**src/rtl/mips_run_ctrl_if.sv**
```systemverilog
// Program-stream and CPU instruction-port bundle for mips_run_ctrl.
// The slave side is the run controller. The master side is the host that
// feeds program words, together with the CPU that receives them and reports
// its PC.
interface mips_run_ctrl_if #(
  parameter int DATA_W = 32,
  parameter int ADDR_W = 32
);
  logic              S_VALID;
  logic [DATA_W-1:0] S_DATA;
  logic              S_READY;
  logic              CPU_RST;
  logic [DATA_W-1:0] W_Ins;
  logic              WE;
  logic [ADDR_W-1:0] CPU_PC;

  modport master (
    output S_VALID, S_DATA, CPU_PC,
    input  S_READY, CPU_RST, W_Ins, WE
  );

  modport slave (
    input  S_VALID, S_DATA, CPU_PC,
    output S_READY, CPU_RST, W_Ins, WE
  );
endinterface

```
**src/rtl/mips_run_ctrl.sv**
```systemverilog
// Program-load and run controller for SingleCycleClockMIPS.
// While the CPU is held in reset, the controller streams program words into
// the CPU instruction memory. It then releases reset and runs the CPU until
// one of three exits: a stop PC, a cycle limit or an abort. Status, cycle
// count and final PC stay visible afterwards.
module mips_run_ctrl #(
  parameter int DATA_W   = 32,
  parameter int ADDR_W   = 32,
  parameter int LEN_W    = 9,
  parameter int CNT_W    = 16,
  parameter int RST_HOLD = 2
) (
  input  logic              CLK,
  input  logic              RST_N,
  input  logic              START,
  input  logic [LEN_W-1:0]  LEN,
  input  logic [ADDR_W-1:0] STOP_PC,
  input  logic [CNT_W-1:0]  CYCLE_LIMIT,
  input  logic              ABORT,
  mips_run_ctrl_if.slave    bus,
  output logic              BUSY,
  output logic              DONE,
  output logic [1:0]        STATUS,
  output logic [CNT_W-1:0]  CYCLES,
  output logic [ADDR_W-1:0] FINAL_PC
);

  localparam int HOLD_W = (RST_HOLD > 1) ? $clog2(RST_HOLD) : 1;

  localparam logic [1:0] ST_STOP  = 2'b01;
  localparam logic [1:0] ST_LIMIT = 2'b10;
  localparam logic [1:0] ST_ABORT = 2'b11;

  typedef enum logic [2:0] {IDLE, LOAD, HOLD, RUN, FIN} state_t;

  state_t            state;
  state_t            state_nxt;
  logic [LEN_W-1:0]  len_q;
  logic [LEN_W-1:0]  load_cnt;
  logic [ADDR_W-1:0] stop_q;
  logic [CNT_W-1:0]  limit_q;
  logic [HOLD_W-1:0] hold_cnt;
  logic [CNT_W-1:0]  cycles_inc;
  logic [1:0]        status_nxt;
  logic              start_acc;
  logic              hs;
  logic              last_word;
  logic              hold_done;
  logic              pc_match;
  logic              limit_hit;
  logic              active;
  logic              to_fin;

  // The cycle counter sticks at all-ones instead of wrapping when no limit is set.
  function automatic logic [CNT_W-1:0] sat_inc(input logic [CNT_W-1:0] v);
    return (&v) ? v : v + CNT_W'(1);
  endfunction

  // START is accepted only when the controller is idle or finished.
  assign start_acc  = START && (state == IDLE || state == FIN);
  // A same-cycle abort suppresses the word, so nothing is written after an abort.
  assign hs         = bus.S_VALID && bus.S_READY && !ABORT;
  assign last_word  = (load_cnt + LEN_W'(1)) == len_q;
  assign hold_done  = hold_cnt == HOLD_W'(RST_HOLD - 1);
  assign cycles_inc = sat_inc(CYCLES);
  assign pc_match   = bus.CPU_PC == stop_q;
  assign limit_hit  = (limit_q != '0) && (cycles_inc == limit_q);
  assign active     = state inside {LOAD, HOLD, RUN};

  // Next-state selection. Abort outranks the stop PC, which outranks the limit.
  always_comb begin
    state_nxt  = state;
    status_nxt = 2'b00;
    to_fin     = 1'b0;
    if (active && ABORT) begin
      state_nxt  = FIN;
      status_nxt = ST_ABORT;
      to_fin     = 1'b1;
    end else begin
      case (state)
        IDLE, FIN: if (START) state_nxt = (LEN == '0) ? HOLD : LOAD;
        LOAD:      if (hs && last_word) state_nxt = HOLD;
        HOLD:      if (hold_done) state_nxt = RUN;
        RUN: begin
          if (pc_match) begin
            state_nxt  = FIN;
            status_nxt = ST_STOP;
            to_fin     = 1'b1;
          end else if (limit_hit) begin
            state_nxt  = FIN;
            status_nxt = ST_LIMIT;
            to_fin     = 1'b1;
          end
        end
        default:   state_nxt = IDLE;
      endcase
    end
  end

  // State register. The control outputs are registered from the next state, so no input feeds an output combinationally.
  always_ff @(posedge CLK or negedge RST_N) begin
    if (!RST_N) begin
      state       <= IDLE;
      BUSY        <= 1'b0;
      DONE        <= 1'b0;
      bus.S_READY <= 1'b0;
      bus.CPU_RST <= 1'b1;
    end else begin
      state       <= state_nxt;
      BUSY        <= state_nxt inside {LOAD, HOLD, RUN};
      DONE        <= state_nxt == FIN;
      bus.S_READY <= state_nxt == LOAD;
      bus.CPU_RST <= state_nxt inside {IDLE, LOAD, HOLD};
    end
  end

  // Instruction write port, load/hold counters, run counter and exit results.
  always_ff @(posedge CLK or negedge RST_N) begin
    if (!RST_N) begin
      bus.W_Ins <= '0;
      bus.WE    <= 1'b0;
      load_cnt  <= '0;
      hold_cnt  <= '0;
      STATUS    <= 2'b00;
      CYCLES    <= '0;
      FINAL_PC  <= '0;
    end else begin
      bus.WE <= hs;
      if (hs) bus.W_Ins <= bus.S_DATA;

      if (start_acc) load_cnt <= '0;
      else if (hs)   load_cnt <= load_cnt + LEN_W'(1);

      if (state == HOLD && state_nxt == HOLD) hold_cnt <= hold_cnt + HOLD_W'(1);
      else                                    hold_cnt <= '0;

      if (start_acc) begin
        STATUS <= 2'b00;
        CYCLES <= '0;
      end else begin
        // A stop-PC or abort exit leaves the count at the cycles already completed.
        if (state == RUN && !ABORT && !pc_match) CYCLES <= cycles_inc;
        if (to_fin) begin
          STATUS   <= status_nxt;
          FINAL_PC <= bus.CPU_PC;
        end
      end
    end
  end

  // Run parameters are captured when a START is accepted.
  always_ff @(posedge CLK) begin
    if (start_acc) begin
      len_q   <= LEN;
      stop_q  <= STOP_PC;
      limit_q <= CYCLE_LIMIT;
    end
  end

endmodule

```
**src/flat_wrapper.sv**
```systemverilog
// flat-port wrapper written by rule: the top's interface ports become plain ports
module mips_run_ctrl_flat 
#(
  parameter int DATA_W   = 32,
  parameter int ADDR_W   = 32,
  parameter int LEN_W    = 9,
  parameter int CNT_W    = 16,
  parameter int RST_HOLD = 2
)
  (CLK, RST_N, START, LEN, STOP_PC, CYCLE_LIMIT, ABORT, BUSY, DONE, STATUS, CYCLES, FINAL_PC, bus_S_VALID, bus_S_DATA, bus_CPU_PC, bus_S_READY, bus_CPU_RST, bus_W_Ins, bus_WE);
  mips_run_ctrl_if #(.DATA_W(DATA_W), .ADDR_W(ADDR_W)) bus_i ();
  input  logic CLK;
  input  logic RST_N;
  input  logic START;
  input  logic [LEN_W-1:0] LEN;
  input  logic [ADDR_W-1:0] STOP_PC;
  input  logic [CNT_W-1:0] CYCLE_LIMIT;
  input  logic ABORT;
  output logic BUSY;
  output logic DONE;
  output logic [1:0] STATUS;
  output logic [CNT_W-1:0] CYCLES;
  output logic [ADDR_W-1:0] FINAL_PC;
  input wire logic [$bits(bus_i.S_VALID)-1:0] bus_S_VALID;
  input wire logic [$bits(bus_i.S_DATA)-1:0] bus_S_DATA;
  input wire logic [$bits(bus_i.CPU_PC)-1:0] bus_CPU_PC;
  output wire logic [$bits(bus_i.S_READY)-1:0] bus_S_READY;
  output wire logic [$bits(bus_i.CPU_RST)-1:0] bus_CPU_RST;
  output wire logic [$bits(bus_i.W_Ins)-1:0] bus_W_Ins;
  output wire logic [$bits(bus_i.WE)-1:0] bus_WE;
  assign bus_i.S_VALID = bus_S_VALID;
  assign bus_i.S_DATA = bus_S_DATA;
  assign bus_i.CPU_PC = bus_CPU_PC;
  assign bus_S_READY = bus_i.S_READY;
  assign bus_CPU_RST = bus_i.CPU_RST;
  assign bus_W_Ins = bus_i.W_Ins;
  assign bus_WE = bus_i.WE;
  mips_run_ctrl #(.DATA_W(DATA_W), .ADDR_W(ADDR_W), .LEN_W(LEN_W), .CNT_W(CNT_W), .RST_HOLD(RST_HOLD)) u_core (.CLK(CLK), .RST_N(RST_N), .START(START), .LEN(LEN), .STOP_PC(STOP_PC), .CYCLE_LIMIT(CYCLE_LIMIT), .ABORT(ABORT), .bus(bus_i), .BUSY(BUSY), .DONE(DONE), .STATUS(STATUS), .CYCLES(CYCLES), .FINAL_PC(FINAL_PC));
endmodule
```
**config.mk**
```make
export PLATFORM = sky130hd
export DESIGN_NAME = mips_run_ctrl_flat
export DESIGN_NICKNAME = d
export VERILOG_FILES = /design/src/rtl/mips_run_ctrl_if.sv /design/src/rtl/mips_run_ctrl.sv /design/src/flat_wrapper.sv
export SDC_FILE = /design/constraint.sdc
export NUM_CORES = 1
export LEC_CHECK = 0
export CORE_MARGIN = 2
export CORE_UTILIZATION = 51
export CTS_CLUSTER_SIZE = 28
export DETAILED_ROUTE_END_ITERATION = 8
export GPL_TIMING_DRIVEN = 0
export PLACE_DENSITY = 0.92
export SETUP_SLACK_MARGIN = 0.15
export SLEW_MARGIN = 20
export SYNTH_ARGS = -nofsm -noshare
export SYNTH_HDL_FRONTEND = slang
export SYNTH_SLANG_ARGS = --single-unit
```
**constraint.sdc**
```tcl
create_clock -name CLK -period 10.07 [get_ports CLK]
set_input_delay 2.014 -clock CLK [delete_from_list [all_inputs] [get_ports CLK]]
set_output_delay 2.014 -clock CLK [all_outputs]
set_load 0.005 [all_outputs]
```
==> out/metrics.csv, run 1 <==
stage,metric,value,unit
synthesis,synth-seq-cells,157,
synthesis,yosys.area.top_type,dfrtp_1,
timing,max_clock_freq,225,MHz
synthesis,avgSynthCellArea,11.3,um^2
route,wl,20.7,mm
timing,tightest_slew,1.07,ns
job,cap_violations,0,
layout,diodes,0,
timing,fin_tns_setup,0,ns
timing,fin_hold_ws,0.482,ns
run_status,status,completed,
route,drt_pass1_iterations,5,
setup_path,path_class,primary input to register,
cts,htreeDepth,4,
setup_path,crit_arrival,4.72,ns
route,antenna_left,0,
layout,final_cell_mix,"clkdlybuf4s50_1 (211), nand2_1 (131), dfrtp_1 (99)",
timing,setup_viol,0,
route,route.detailed.wl_per_inst,19.5,um
setup_path,cp.required,10.35,ns
cts,cts_hold_buf,0,
timing,min_period_over_period,44.1,%
synthesis,syn_nets,767,
floorplan,die-area,0.0152,mm^2
setup_path,crit_family,simple AND/OR/NAND/NOR gates,
setup_path,path_cells,clkdlybuf4s50_1 -> xnor2_1 -> nand4_1 -> nor4_1 -> nand2_1 -> nand4_1 -> clkbuf_1 -> nor2_1 -> o22ai_1 -> nor2_1,
route,num_vias,5890,
global_route,grt_util_all_layers,28.4,%
timing,slew_headroom,27.7,%
synthesis,yosys_warnings,0,
place,pre_cts_slack,5.25,ns
place,place_congestion,0.975,
synthesis,postSynthCellCount,639,
timing,hold_viol,0,
cts,cts_inserted_buffers,17,
timing,fin_ws,5.63,ns
floorplan,io_pins,213,
synthesis,ys_seq_area_share,58.3,%
setup_path,startpoint_type,primary input,
setup_path,critical_path.endpoint_type,register,
synthesis,ys_top_cells_by_area,"dfrtp_1 (34%), edfxtp_1 (24%), nand2_1 (6.8%)",
layout,stdcell_area,0.0102,mm^2
floorplan,rows,43,
synthesis,ys.flop_type,dfrtp_1,
cts,path_clk_slew,0.06,ns
timing,skew,0.0123,ns
cts,postCtsSetupRepairBufs,0,
timing,rsz0062_at_grt,false,
synthesis,synth_top_cell_area_share,34.3,%
pwr,irDropWorstVdd,0.000168,V
place,placed_area,0.00963,mm^2
pwr,p_total,1.99,mW
floorplan,core,0.0139,mm^2
cts,cts_tree,yes,
cts,cts.sinks,157,
setup_path,crit_slowest_cell,clkdlybuf4s50_1,
synthesis,synthDistinctLibCells,68,
route,vias_per_cell,5.53,
synthesis,async_flop_share,63.7,%
synthesis,synth_edf_count,57,
cts,post_cts_resized,0,
layout,drive_gt1_share,11.3,%
synthesis,syn-cell-area,0.00723,mm^2
floorplan,dieHeight,123,um
route,drc,0,
global_route,grt-ovfl-total,0,
global_route,first_global_vias,6004,
floorplan,die_w,123,um
timing,slew_violations,0,
timing,period_needed,4.44,ns
min_path,hold_class,register to register,
place,dp.final_hpwl,15.5,mm
layout,finish.utilization,73.7,%
floorplan,start_util,52.1,%
cts,cts-root-buf,clkbuf_16,
cts,ctsLongestPathBuffers,2,
layout,syn2layout_area_growth,41.5,%
setup_path,critPathMaxStageDelay,0.53,ns
place,place_inst,1033,
layout,final_cells,1065,
pwr,powerDensity,194,mW/mm^2
global_route,grt_pass1_wl,31.9,mm
route,drt_iter0_markers,459,
setup_path,crit_buf_inv,2,
place,portBuffers,212,
pwr,p_leak,4.02,nW
layout,fin_nets,1000,
setup_path,cp_max_fo,10,
cts,clk_latency,0.43,ns
layout,final_common_cell,clkdlybuf4s50_1,
global_route,antenna_found_initial,0,
global_route,grt_max_degree,54,
==> registers in the layout (all words and copies together), names as in the netlist, 2 cells and up <==
register / cells
u_core.CYCLES: 16
u_core.FINAL_PC: 32
u_core.STATUS: 2
u_core.bus.W_Ins: 32
u_core.len_q: 9
u_core.limit_q: 16
u_core.load_cnt: 9
u_core.state: 3
u_core.stop_q: 32
==> power by group <==
group	switching [mW]	internal [mW]	total, mW
Clock	0.282	0.375	0.656
Sequential	0.0726	0.789	0.861
Combinational	0.179	0.290	0.469
Total	0.533	1.45	1.99
==> synth_stat cells, types with 2 or more instances <==
cell and n:
nand2_1 131, dfrtp_1 99, edfxtp_1 57, xnor2_1 56, mux2_2 32, nor2_1 27
nand4_1 23, o21ai_0 22, clkbuf_1 16, nor3_1 14, a21oi_1 13, nor4_1 13
xor2_1 13, nand3_1 11, inv_1 9, buf_2 7, buf_4 7, a311oi_1 5
a31oi_1 5, mux2i_1 5, nand2b_1 4, nor3b_1 4, o41ai_1 4, or3_1 4
and3_1 3, o31ai_1 3, a21o_1 2, a41oi_1 2, and2_1 2, and4_1 2
buf_1 2, ha_1 2, nand3b_1 2, nor2b_1 2, o21ai_1 2, or2_2 2
==> metal layers <==
metal | routed length, um | part of all wire [%] | GRT usage, %
met1 | 7780 | 38 | 32.9
met2 | 10800 | 52 | 49.0
met3 | 1690 | 8.2 | 9.73
met4 | 523 | 2.5 | 10.2
met5 | 0 | 0 | 0
==> tightest hold or removal path, cell delays in order, from the launching register on <==
cell and delay, ns:
dfrtp_1 0.35, nand2_1 0.05, nand2_1 0.05
==> cells by family (layout without fill, tap and decap cells) <==
| group | after synthesis | count (layout) | share of synthesized area [%] |
|---|---|---|---|
| adders and majority gates | 2 | 2 | 0.346 |
| muxes | 37 | 37 | 5.67 |
| and+or+nand+nor | 256 | 256 | 17.2 |
| xor gates and xnor gates | 70 | 70 | 8.58 |
| DFF | 157 | 157 | 58.3 |
| buffers and inverters | 43 | 289 | 2.82 |
| AOI/OAI and AO/OA | 74 | 74 | 7.13 |
==> layout make-up <==
cell class                 instances  area [um^2]
tap                              180          225
clock inverter                    15          178
fill                             918         3640
inverter                          10         37.5
buffer                            33          170
sequential                       157         4220
clock buffer                      17          425
timing repair buffer             214         2170
multi-input combinational        439         2810
==> worst paths after layout <==
check                                       end                  from  slack [ns]  cells past startpoint
min reg2reg                u_core.bus.W_Ins[11]  u_core.bus.W_Ins[11]        0.48                      2
min in group asynchronous      u_core.CYCLES[4]                 RST_N        1.52                      1
max in group asynchronous   u_core.FINAL_PC[11]                 RST_N        7.91                      2
min                        u_core.bus.W_Ins[11]  u_core.bus.W_Ins[11]        0.48                      2
max reg2reg                         u_core.BUSY      u_core.CYCLES[0]        5.87                     10
max                            u_core.CYCLES[3]        bus_CPU_PC[17]        5.63                     10
(Power assumes the default switching activity.)
==> run 2, diff against run 1 <==
Settings changed: CORE_UTILIZATION 51 to 48, PLACE_DENSITY 0.92 to 0.88.
Clock period 10.07 ns to 4.6 ns, I/O delays scaled along.
==> run 2 against run 1 <==
Effect of this change: global-route usage is 3.1 points lower; core utilization decreased by 4.1 points; worst hold slack got worse by 0.13 ns; clock skew rose by 0.00062 ns; largest power group unchanged.
==> out/metrics.csv, run 2 (same netlist as run 1, synthesis figures left out) <==
stage,metric,value,unit,change
layout,reg.largest.list,"u_core.FINAL_PC (32), u_core.bus.W_Ins (32), u_core.stop_q (32)",,unchanged
floorplan,die_w,127,um,was 123 um
setup_path,critical_path.endpoint_type,register,,unchanged
timing,setup_viol,0,,unchanged
place,dp.final_hpwl,14.3,mm,was 15.5 mm
cts,cts_tree,yes,,unchanged
pwr,p_leak,4.01,nW,was 4.02 nW
layout,multi_input_area,0.00281,mm^2,unchanged
timing,max_clock_freq,239,MHz,
cts,post_cts_resized,0,,unchanged
cts,cts_hold_buf,0,,unchanged
layout,diodes,0,,unchanged
layout,fin_nets,1000,,unchanged
timing,tightest_slew,1.04,ns,was 1.07 ns
floorplan,dieHeight,127,um,was 123 um
floorplan,rows,44,,was 43
setup_path,cp.required,4.92,ns,was 10.35 ns
route,drc,0,,unchanged
cts,clk_latency,0.43,ns,about the same
setup_path,path_class,register to register,,was primary input to register
route,num_vias,5755,,was 5890
global_route,first_global_vias,5852,,was 6004
place,portBuffers,212,,unchanged
timing,hold_viol,0,,unchanged
run_status,status,completed,,unchanged
pwr,switching_share,26.2,%,was 26.8%
setup_path,crit_arrival,4.50,ns,was 4.72 ns
cts,cts_inserted_buffers,17,,unchanged
floorplan,start_util,49.4,%,was 52.1%
global_route,grt_util_all_layers,25.2,%,was 28.4%
cts,postCtsSetupRepairBufs,0,,unchanged
floorplan,die-area,0.0161,mm^2,was 0.0152 mm^2
cts,cts.sinks,157,,unchanged
setup_path,startpoint_type,register,,was primary input
route,wl,19.6,mm,was 20.7 mm
layout,syn2layout_area_growth,41.0,%,was 41.5%
layout,final_cell_mix,"clkdlybuf4s50_1 (211), nand2_1 (131), dfrtp_1 (99)",,unchanged
layout,n_fill_cell,1001,,was 918
layout,final_cells,1069,,was 1065
timing,slew_headroom,30.1,%,was 27.7%
layout,drive_gt1_share,11.0,%,was 11.3%
pwr,switchingPower,1.11,mW,was 0.533 mW
place,pre_cts_slack,0.450,ns,was 5.25 ns
route,drt_iter0_markers,438,,was 459
route,route.detailed.wl_per_inst,18.4,um,was 19.5 um
pwr,powerDensity,415,mW/mm^2,was 194 mW/mm^2
cts,cts-root-buf,clkbuf_16,,unchanged
layout,regArea,0.00422,mm^2,unchanged
timing,skew,0.0129,ns,was 0.0123 ns
setup_path,cp_max_fo,10,,unchanged
pwr,p_clk_share,31.7,%,was 33.0%
timing,period_needed,4.18,ns,
pwr,pwr-share-comb,23.9,%,was 23.6%
floorplan,io_pins,213,,unchanged
pwr,intPower,3.13,mW,was 1.45 mW
floorplan,core,0.0146,mm^2,was 0.0139 mm^2
timing,slew_violations,0,,unchanged
cts,path_clk_slew,0.06,ns,about the same
cts,htreeDepth,4,,unchanged
route,vias_per_cell,5.38,,was 5.53
global_route,grt_max_degree,75,,was 54
place,place_inst,1037,,was 1033
place,place_congestion,0.937,,was 0.975
job,cap_violations,0,,unchanged
timing,min_period_over_period,91.0,%,
layout,final_common_cell,clkdlybuf4s50_1,,unchanged
timing,rsz0062_at_grt,false,,unchanged
global_route,grt_pass1_wl,31.1,mm,was 31.9 mm
min_path,hold_class,primary input to asynchronous set/reset pin,,was register to register
route,antenna_left,0,,unchanged
route,drt_pass1_iterations,5,,unchanged
pwr,seqPwrFrac,44.4,%,was 43.4%
cts,ctsLongestPathBuffers,2,,unchanged
timing,fin_ws,0.415,ns,was 5.63 ns
global_route,grt-ovfl-total,0,,unchanged
pwr,irDropWorstVdd,0.000297,V,was 0.000168 V
global_route,antenna_found_initial,0,,unchanged
[run 2: changes by cell type in the layout (fill, tap and decap cells not counted), sizes merged]
cell and change:
bufinv -1, clkbuf +3, clkinv +1, inv -3
[run 2: path summary, 6_finish.rpt]
| kind | from | cells after the start | to | slack (ns) |
|---|---|---|---|---|
| max | u_core.CYCLES[0] | 10 | u_core.BUSY | 0.42 |
| min | RST_N | 1 | u_core.FINAL_PC[11] | 0.35 |
| max reg2reg | u_core.CYCLES[0] | 10 | u_core.BUSY | 0.42 |
| min reg2reg | u_core.bus.W_Ins[22] | 2 | u_core.bus.W_Ins[22] | 0.47 |
| max in group asynchronous | RST_N | 2 | u_core.bus.CPU_RST | 3.58 |
| min in group CLK | u_core.bus.W_Ins[22] | 2 | u_core.bus.W_Ins[22] | 0.47 |
[run 2: layer usage]
layer / wire length, um / track usage [%] / share of wire (%)
met4: 567 / 10.5 / 2.9
met2: 9790 / 43.3 / 50
met5: 0 / 0 / 0
met1: 7600 / 29.0 / 39
met3: 1670 / 8.65 / 8.5
[run 2: worst max-delay path, stage by stage (launching register included)]
cell	delay [ns]
dfrtp_1	0.50
ha_1	0.37
nand3_4	0.19
nor4_2	0.92
mux2i_1	0.36
xor2_1	0.20
o2111ai_2	0.19
a2111oi_4	0.47
a31oi_1	0.19
or3_4	0.45
or2_1	0.23
[run 2: through the flow]
stage	setup TNS [ns]	hold WS [ns]	total power, mW	utilization [%]	cell area [um^2]
6_report	0	0.349	4.23	69.7	10200
5_1_grt	0	0.359	4.42	69.7	10200
4_1_cts	0	0.351	4.26	69.7	10200
3_5_place_dp	0	0.461	2.91	65.9	9650
3_3_place_gp	-165.41	0.457	2.86	65.5	9590
2_1_floorplan	0	0.470	2.21	-	7230
[run 2: layout make-up]
cell class / instances / share of cell area [%]
flip-flops and latches: 157 / 41.3
multi-input cells: 439 / 27.6
repair buffers: 214 / 21.4
clock buffers: 20 / 4.38
well taps: 184 / 2.26
plain buffers: 33 / 1.67
clock inverters: 12 / 1.08
inverters: 10 / 0.368
[run 2: power groups by stage]
stage | Combinational [mW] | Sequential (mW) | Clock [mW]
floorplan | 0.314 | 1.90 | 0
global placement | 0.979 | 1.88 | 0
detailed placement | 1.01 | 1.90 | 0
CTS | 1.03 | 1.88 | 1.35
global route | 1.09 | 1.91 | 1.42
finish | 1.01 | 1.88 | 1.34
==> run 3, diff against run 2 <==
Settings changed: SKIP_LAST_GASP set to 1.
==> results of run 3 <==
Same layout as run 2: the final DEF is identical, and so are final timing and power.
